### config.mk
export PLATFORM = sky130hd
export DESIGN_NAME = dcache_controller
export DESIGN_NICKNAME = d
export VERILOG_FILES = /design/src/rtl/dcache_controller.sv
export SDC_FILE = /design/constraint.sdc
export NUM_CORES = 2
export LEC_CHECK = 0
export ABC_AREA = 1
export BUFFER_PORTS_ARGS = -buffer_cell sky130_fd_sc_hd__buf_2
export CORE_MARGIN = 2
export CORE_UTILIZATION = 62
export CTS_CLUSTER_SIZE = 14
export DETAILED_ROUTE_END_ITERATION = 10
export PLACE_DENSITY = 0.79
export SYNTH_ARGS = -nofsm -noshare
export SYNTH_HDL_FRONTEND = slang
export SYNTH_MEMORY_MAX_BITS = 65536
export SYNTH_SLANG_ARGS = --single-unit
export TNS_END_PERCENT = 50
### constraint.sdc
create_clock -name clk_i -period 4.4 [get_ports clk_i]
set_clock_uncertainty 0.15 [all_clocks]
set_input_delay 0.44 -clock clk_i [delete_from_list [all_inputs] [get_ports clk_i]]
set_output_delay 0.44 -clock clk_i [all_outputs]
set_load 0.005 [all_outputs]
### src/rtl/dcache_controller.sv
// dcache_controller: direct-mapped, write-back, write-allocate L1 data cache for the MEM stage.
// Ports:
//   clk_i, rst_i (async, active-low)
//   cpu_enable_i, cpu_write_i, cpu_addr_i, cpu_data_i -> cpu_data_o, cpu_stall_o
//   mem_enable_o, mem_write_o, mem_addr_o, mem_data_o <- mem_data_i, mem_ack_i (line-wide memory port)
module dcache_controller #(
   parameter int NUM_SETS  = 16,
   parameter int LINE_BITS = 256,
   parameter int TAG_W     = 32 - 5 - $clog2(NUM_SETS)
) (
   input  logic                 clk_i,
   input  logic                 rst_i,
   input  logic                 cpu_enable_i,
   input  logic                 cpu_write_i,
   input  logic [31:0]          cpu_addr_i,
   input  logic [31:0]          cpu_data_i,
   output logic [31:0]          cpu_data_o,
   output logic                 cpu_stall_o,
   output logic                 mem_enable_o,
   output logic                 mem_write_o,
   output logic [31:0]          mem_addr_o,
   output logic [LINE_BITS-1:0] mem_data_o,
   input  logic [LINE_BITS-1:0] mem_data_i,
   input  logic                 mem_ack_i
);
   localparam int IDX_W = $clog2(NUM_SETS);
   typedef enum logic [1:0] {IDLE, WRITEBACK, ALLOCATE} state_t;
   state_t state;
   logic [LINE_BITS-1:0] lines [NUM_SETS];
   logic [TAG_W-1:0] tags [NUM_SETS];
   logic [NUM_SETS-1:0] valid, dirty;
   logic [IDX_W-1:0] idx;
   logic [TAG_W-1:0] tag;
   logic [2:0] word;
   logic hit, store_hit, fill, unused_bits;
   assign idx = cpu_addr_i[IDX_W+4:5];
   assign tag = cpu_addr_i[31:IDX_W+5];
   assign word = cpu_addr_i[4:2];
   assign unused_bits = ^cpu_addr_i[1:0];
   assign hit = state == IDLE && valid[idx] && tags[idx] == tag;
   assign store_hit = cpu_enable_i && cpu_write_i && hit;
   assign fill = state == ALLOCATE && mem_ack_i;
   // gated by reset so the pipeline is released the moment reset is asserted
   assign cpu_stall_o = rst_i && cpu_enable_i && !hit;
   assign cpu_data_o = hit && !cpu_write_i ? lines[idx][{word, 5'b0} +: 32] : '0;
   // data/tag arrays carry no reset; valid bits guard them
   always_ff @(posedge clk_i) begin
      if (fill) begin
         lines[idx] <= mem_data_i;
         tags[idx] <= tag;
      end else if (store_hit) begin
         lines[idx][{word, 5'b0} +: 32] <= cpu_data_i;
      end
   end
   always_ff @(posedge clk_i or negedge rst_i) begin
      if (!rst_i) begin
         state <= IDLE;
         valid <= '0;
         dirty <= '0;
         mem_enable_o <= 1'b0;
         mem_write_o <= 1'b0;
         mem_addr_o <= '0;
         mem_data_o <= '0;
      end else begin
         case (state)
            IDLE: begin
               if (store_hit) dirty[idx] <= 1'b1;
               if (cpu_enable_i && !hit) begin
                  mem_enable_o <= 1'b1;
                  // victim address comes from the stored tag, not the request
                  if (valid[idx] && dirty[idx]) begin
                     state <= WRITEBACK;
                     mem_write_o <= 1'b1;
                     mem_addr_o <= {tags[idx], idx, 5'b0};
                     mem_data_o <= lines[idx];
                  end else begin
                     state <= ALLOCATE;
                     mem_write_o <= 1'b0;
                     mem_addr_o <= {tag, idx, 5'b0};
                  end
               end
            end
            WRITEBACK: begin
               if (mem_ack_i) begin
                  state <= ALLOCATE;
                  mem_write_o <= 1'b0;
                  mem_addr_o <= {tag, idx, 5'b0};
                  mem_data_o <= '0;
               end
            end
            ALLOCATE: begin
               // completes even if the request was flushed meanwhile
               if (mem_ack_i) begin
                  state <= IDLE;
                  mem_enable_o <= 1'b0;
                  mem_addr_o <= '0;
                  valid[idx] <= 1'b1;
                  dirty[idx] <= 1'b0;
               end
            end
            default: state <= IDLE;
         endcase
      end
   end
endmodule
==> results of run 1 <==
## cell usage after synthesis (2+ instances only)
master | count | share of area
sky130_fd_sc_hd__o22ai_1 | 5 | 0.00017
sky130_fd_sc_hd__nand4_1 | 242 | 0.0081
sky130_fd_sc_hd__nor2_2 | 3 | 0.00010
sky130_fd_sc_hd__buf_1 | 156 | 0.0031
sky130_fd_sc_hd__o21ai_0 | 121 | 0.0032
sky130_fd_sc_hd__buf_2 | 225 | 0.0060
sky130_fd_sc_hd__a32o_1 | 22 | 0.0012
sky130_fd_sc_hd__a22oi_1 | 2056 | 0.082
sky130_fd_sc_hd__edfxtp_1 | 4464 | 0.71
sky130_fd_sc_hd__nor4_1 | 6 | 0.00020
sky130_fd_sc_hd__clkinv_1 | 5 | 0.00010
sky130_fd_sc_hd__o21bai_2 | 6 | 0.00036
sky130_fd_sc_hd__nor2_1 | 333 | 0.0067
sky130_fd_sc_hd__nand2_1 | 4126 | 0.083
sky130_fd_sc_hd__a21oi_1 | 375 | 0.010
sky130_fd_sc_hd__nand4_2 | 3 | 0.00020
sky130_fd_sc_hd__ha_1 | 9 | 0.00060
sky130_fd_sc_hd__dfrtp_1 | 319 | 0.043
sky130_fd_sc_hd__nand2_2 | 2 | 0.000067
sky130_fd_sc_hd__nand3_2 | 3 | 0.00016
sky130_fd_sc_hd__nand3_1 | 570 | 0.015
sky130_fd_sc_hd__nor3_1 | 29 | 0.00077
sky130_fd_sc_hd__inv_1 | 248 | 0.0050
sky130_fd_sc_hd__or3_1 | 68 | 0.0023
sky130_fd_sc_hd__o21ai_1 | 8 | 0.00021
sky130_fd_sc_hd__or2_2 | 89 | 0.0030
sky130_fd_sc_hd__buf_4 | 12 | 0.00048
sky130_fd_sc_hd__clkbuf_1 | 509 | 0.010
sky130_fd_sc_hd__inv_2 | 8 | 0.00016
## timing repair
| item | CTS |
|---|---|
| pin swaps | 3 |
| hold endpoints to repair | 4057 |
| endpoints found under the setup margin | 31 |
| gates resized for setup | 15 |
| hold buffers | 267 |
| buffers inserted | 3 |
## routing by layer
metal,GRT overflow,global-route usage
met4,1,0.440
met3,0,0.264
met1,0,0.509
met2,2,0.673
met5,0,0.0319
## logic make-up after synthesis
family,after synthesis,synth area share
AOI/OAI and AO/OA,2595,0.0975
other,1,0.0000200
and+or+nand+nor,5477,0.119
adders and majority gates,9,0.000600
buffers and inverters,1164,0.0251
DFF,4783,0.757
## through the flow
| stage | worst slack [ns] | utilization | hold WS, ns | TNS, ns |
|---|---|---|---|---|
| after CTS | 0.00271 | 0.751 | 0.00000877 | 0 |
| after floorplan | -0.307 | - | -0.00559 | -117.29 |
| after detailed placement | -0.184 | 0.695 | 0.260 | -2.93 |
| after global placement | -0.120 | 0.695 | 0.262 | -1.91 |
==> results, run 1 <==
- The flow did not finish.
- The stage where the run ended is global routing.
- The tool reported: "[ERROR GRT-0116] Global routing finished with congestion. Check the congestion regions in the DRC Viewer".
- The boundary pin count is approximately 650.
- Measured along the x axis, the die boundary spans 554 um.
- The total number of H-tree levels is 5.
- In this run, synthesis inferred 4464 flip-flops with an integrated enable.
- The global-route wire length before repair is 1020000 um.
- Buffers placed on the I/O ports in this run total 640.
- For this run, the register share of the synthesized area comes to 0.757.
- In the synthesized netlist, the number of instances is approximately 14000.
- The proportion of synthesized flip-flops having asynchronous set or reset is 0.0667.
- The HPWL after detailed placement is ~450000 um.
- The die boundary height is approximately 550 um.
- In this run the clock root is driven by a sky130_fd_sc_hd__clkbuf_16.
- The via count of the first global-routing pass was 141842.
- In this run the cell area measured after placement is ~0.21 mm^2.
- The global router's overall resource usage is 0.479.
- The total grt overflow is 3.
- The floorplan has approximately 200 rows.
- The netlist area before placement is approximately 0.19 mm^2.
- The longest clock path from root to sink contains 4 buffers.
- The number of distinct library cell variants in the gate-level netlist after synthesis is 36.
- The total of flip-flops plus latches after synthesis is about 4800.
- Including well taps, the total number of placed cells is approximately 19000.
- At the end of routability-driven placement, the weighted congestion stood at 1.07.
- During synthesis, Yosys emitted a total of 0 warnings.
- The mean cell area of the mapped netlist is 13.4 um^2.
- The initial core utilization is 0.625.
- For this run, the leading register cell type out of synthesis is sky130_fd_sc_hd__edfxtp_1.
- The number of buffers created by CTS is approximately 450.
- The maximum number of pins on one net before global-route repair is 166.
- The tree built by TritonCTS fans out to around 4800 sinks.
==> inputs of run 2 (changes only) <==
Settings changed: CORE_UTILIZATION 62 to 40, CTS_CLUSTER_SIZE 14 to not set, PLACE_DENSITY 0.79 to not set, PLACE_DENSITY_LB_ADDON set to 0.15.
==> results, run 2 <==
- The maximum number of pins on one net before global-route repair is 104.
- The most common cell after layout, fill and taps aside is sky130_fd_sc_hd__edfxtp_1.
- The cell count after synthesis is between 10000 and 15000.
- The total count of hold-check failures in the final report is 0.
- The number of vias after detailed routing is between 100k and 150k.
- The kind of cell adding the most delay to the critical path is buffers and inverters.
- In this run the remaining antenna-violating nets after routing total 0.
- The initial antenna violation count is 61.
- In the post-route analysis, the smallest setup slack over all paths is -0.105 ns.
- The power after layout is 107 mW.
- Summed over all instances, the cell type with the most area after synthesis is sky130_fd_sc_hd__edfxtp_1.
- In this design, the stage delay of the slowest critical-path cell is approximately 0.48 ns.
- The final number of max-transition violations was 2.
- Across every metal layer, demand over resource in global routing totals 0.322.
- The count of cells along the worst hold path is 4.
- The share of synthesized area in the top cell type comes to 0.715.
- The cell count along the critical path is 18.
- The netlist uses 36 different library cells.
- The total wire length is 780000 um.
- The clock network latency to the later pin of the worst-skew pair is 1.10 ns.
- Counting every sink on the clock net gives 4783.
- The finished cells cover ~0.24 mm^2.
- The clock transition at the registers of the reported paths is about 0.06 ns.
- Yosys attributes the largest share of cell area to sky130_fd_sc_hd__edfxtp_1 71%, sky130_fd_sc_hd__nand2_1 8.3%, sky130_fd_sc_hd__a22oi_1 8.2%.
- The register with the most flip-flops in the layout has between 4000 and 5000 of them.
- The power per unit of standard cell area is ~450 mW/mm^2.
- The number of DRC violations after detailed routing is 0.
- The via count of the first global-routing pass is approximately 130k.
- The share of total power dissipated in sequential elements is 0.484.
- In this run the horizontal extent of the chip is approximately 700 um.
- For the worst setup path, the data arrival time is 3.92 ns.
- The proportion of synthesized flip-flops having asynchronous set or reset is 0.0667.
- The worst setup path is of the input pin to primary output kind.
- The mean cell area of the mapped netlist is 13.4 um^2.
- The floorplan step set the die height to 689 um.
- Timing would allow up to roughly 0.22 GHz.
- The first global-routing pass estimated approximately 1000000 um of wire.
- The endpoint required time on the critical path is around 3.8 ns.
- The summed negative setup slack over all endpoints is -0.356 ns.
- The minimum clock period is between 4 and 5 ns.
- The largest buffer count on any clock path is 4.
- Of all nets on the critical path, the largest fanout is between 40 and 50.
- The power dissipated by switching net loads is approximately 28 mW.
- The path depth of the worst reg2reg path is 20.
- After legalization and detailed placement, the total HPWL measured 546000 um.
- The global placement routability congestion is about 0.98.
- The number of placement rows is approximately 250.
- From synthesis to final layout, the design area changed by 26.6%.
- The total of flip-flops plus latches after synthesis is ~4800.
- The floorplan step defined a die boundary enclosing around 0.47 mm^2.
- The pin slew with the least headroom to its limit is about 1.5 ns.
- In the layout the commonest cells are 4464 x sky130_fd_sc_hd__edfxtp_1, 4097 x sky130_fd_sc_hd__nand2_1, 2056 x sky130_fd_sc_hd__a22oi_1.
- The clock tree synthesis step divided the H-tree into 6 levels.
- The checks that failed: capacitance limit, slew limit, setup timing.
- IR analysis of the VDD net gives a maximum drop of 0.000479 V.
- Setup repair after global routing could not meet its margin everywhere.
- STA classifies the critical path endpoint as a primary output.
- The largest registers in the layout are lines: 4096 flops, tags: 368 flops, mem_data_o: 256 flops.
- After detailed routing, the number of vias per cell comes to about 5.9.
- The tree is rooted in a sky130_fd_sc_hd__clkbuf_16.
- The total buffers and inverters traversed by the critical path is 9.
- lines holds more flip-flops than any other register.
- Once placement finished, the instance area stood at around 0.22 mm^2.
- The number of warnings issued by yosys is 0.
- The final-stage net count is 16636.
- The number of synthesized flops with an enable pin is 4464.
- After filler insertion, the fill cell instance count of the layout stands at roughly 40000.
- The placeable core region is 0.467 mm^2.
- Traced cell by cell, the critical path runs through buf_6, inv_6, buf_12, nor2_4, buf_12, buf_12, buf_12, a22oi_1, a21oi_1, or2_2, or3_1, nand2_1, nand2_1, a21oi_1, buf_4, nor3_4, buf_4, buf_2.
- Of the total power, the share spent switching nets is 0.261.
- The share of total power dissipated in combinational logic is 0.127.
- The mapped netlist covers 0.188 mm^2.
- The total overflow left after global routing is 0.
- The relative max-transition margin is -0.0263.
- The static leakage power is around 90 nW.
- The violation count after the first detailed-routing iteration is roughly 19000.
- The CTS tree is done.
- In this run the count of I/O pins placed on the die edge is approximately 650.
- Among the stages of the critical path, the cell type that occurs most often is sky130_fd_sc_hd__buf_12.
- The fraction of layout instances using a drive strength above 1 is 0.204.
- The number of setup violations in the final report is 6.
- For this configuration, the core starts out at a cell density of 0.402.
- The commonest cells after synthesis are 4464 x sky130_fd_sc_hd__edfxtp_1, 4126 x sky130_fd_sc_hd__nand2_1, 2056 x sky130_fd_sc_hd__a22oi_1.
- The number of buffers created by CTS is about 520.
- The count of buffers inserted at the top-level ports is 640.
- For this design, the slowest cell found on the critical path is sky130_fd_sc_hd__or3_1.
- The main flop type after synthesis is sky130_fd_sc_hd__edfxtp_1.
- The number of maximum-capacitance constraint violations is 1.
- Dividing the final minimum period by the clock period gives 1.02.
- The internal portion of total power is 79.2 mW.
- The dominant cell by count in the synthesized netlist is sky130_fd_sc_hd__edfxtp_1.
- The share of the yosys chip area belonging to registers is 0.757.
- The type of origin of the critical path is an input pin.
- For this run, the detailed router's first-pass iteration total came to 6.
- The tightest min-delay check is of the input pin to register type.
- The run finished, with violations left.
- The share of total power dissipated in the clock network is 0.389.
- The mean routed wirelength per cell is about 34 um.
[run 2: cell counts after synthesis]
No cell type changed its count.
[run 2: kinds of logic after synthesis]
kind of cell | Yosys count | share of synthesized area
buf+inv | 1164 | 0.0251
flops | 4783 | 0.757
compound gates | 2595 | 0.0975
simple gates | 5477 | 0.119
other cells | 1 | 0.0000200
fa+ha+maj | 9 | 0.000600
[run 2: per-stage QoR]
step	util	hold WS [ns]	cells	setup slack (ns)
after floorplan	-	-0.00559	14033	-0.307
after global placement	0.467	0.225	21668	-0.458
after detailed placement	0.467	0.225	21668	-0.429
after CTS	0.508	0.00119	22875	-0.0693
after global routing	0.508	0.0335	22890	-0.0971
final	0.508	0.0417	22901	-0.105
[run 2: power by group through the flow]
stage                     logic, mW  clock network (mW)  registers [mW]
after floorplan                5.03                   0            52.7
after global placement         13.0                   0            52.8
after detailed placement       13.0                   0            52.8
after CTS                      13.3                42.0            51.9
after global routing           14.2                43.8            52.0
final                          13.6                41.7            51.9
[run 2: worst paths after layout]
check	slack, ns	from	endpoint
hold reg to reg	0.31	valid[10]	valid[10]
min in group asynchronous	0.42	rst_i	mem_data_o[192]
hold / removal	0.04	mem_data_i[45]	lines[9][45]
setup / recovery	-0.11	cpu_addr_i[5]	cpu_data_o[12]
setup reg to reg	0.21	state[0]	lines[3][28]
max in group asynchronous	2.66	rst_i	mem_data_o[24]
[run 2: layout make-up]
type	instances	area [um^2]	share of cell area
clock buffer	678	14100	0.0594
inverter	261	1040	0.00438
multi-input combinational	8086	41700	0.176
antenna	18	45.0	0.000190
sequential	4783	142000	0.598
timing repair buffer	2648	28900	0.122
clock inverter	229	1830	0.00770
tap	6198	7750	0.0327
[run 2: timing repair]
item                        CTS  global route
pin swaps                     6            13
resized for setup            37            63
cloned                        1             1
setup endpoints to repair    33            33
hold buffers                299             0
hold endpoints to repair   4523             0
setup buffers                 1             7
[run 2: routing by layer]
layer / global-route usage / vias to the layer above / part of all wire
met1: 0.430 / 68678 / 0.39
li1: - / 56669 / -
met4: 0.178 / 32 / 0.065
met5: 0.00316 / - / 0.00058
met3: 0.0822 / 1428 / 0.11
met2: 0.480 / 7635 / 0.44
[run 2: worst reg2reg max path: stages (launching register included)]
cell and delay, ns:
sky130_fd_sc_hd__dfrtp_1 0.43, sky130_fd_sc_hd__inv_1 0.10, sky130_fd_sc_hd__ha_1 0.26, sky130_fd_sc_hd__inv_2 0.12
sky130_fd_sc_hd__nor2_2 0.16, sky130_fd_sc_hd__nand2_1 0.10, sky130_fd_sc_hd__nor2_1 0.09, sky130_fd_sc_hd__nand2_1 0.09
sky130_fd_sc_hd__nor2_4 0.11, sky130_fd_sc_hd__nand3_4 0.14, sky130_fd_sc_hd__buf_4 0.17, sky130_fd_sc_hd__buf_4 0.13
sky130_fd_sc_hd__nor2_4 0.10, sky130_fd_sc_hd__buf_12 0.15, sky130_fd_sc_hd__buf_4 0.16, sky130_fd_sc_hd__nand3_4 0.14
sky130_fd_sc_hd__buf_12 0.23, sky130_fd_sc_hd__nand2_1 0.22, sky130_fd_sc_hd__o21ai_2 0.05, sky130_fd_sc_hd__dlygate4sd3_1 0.60
sky130_fd_sc_hd__buf_12 0.17
Note: power is estimated with default switching activity, not from simulation.
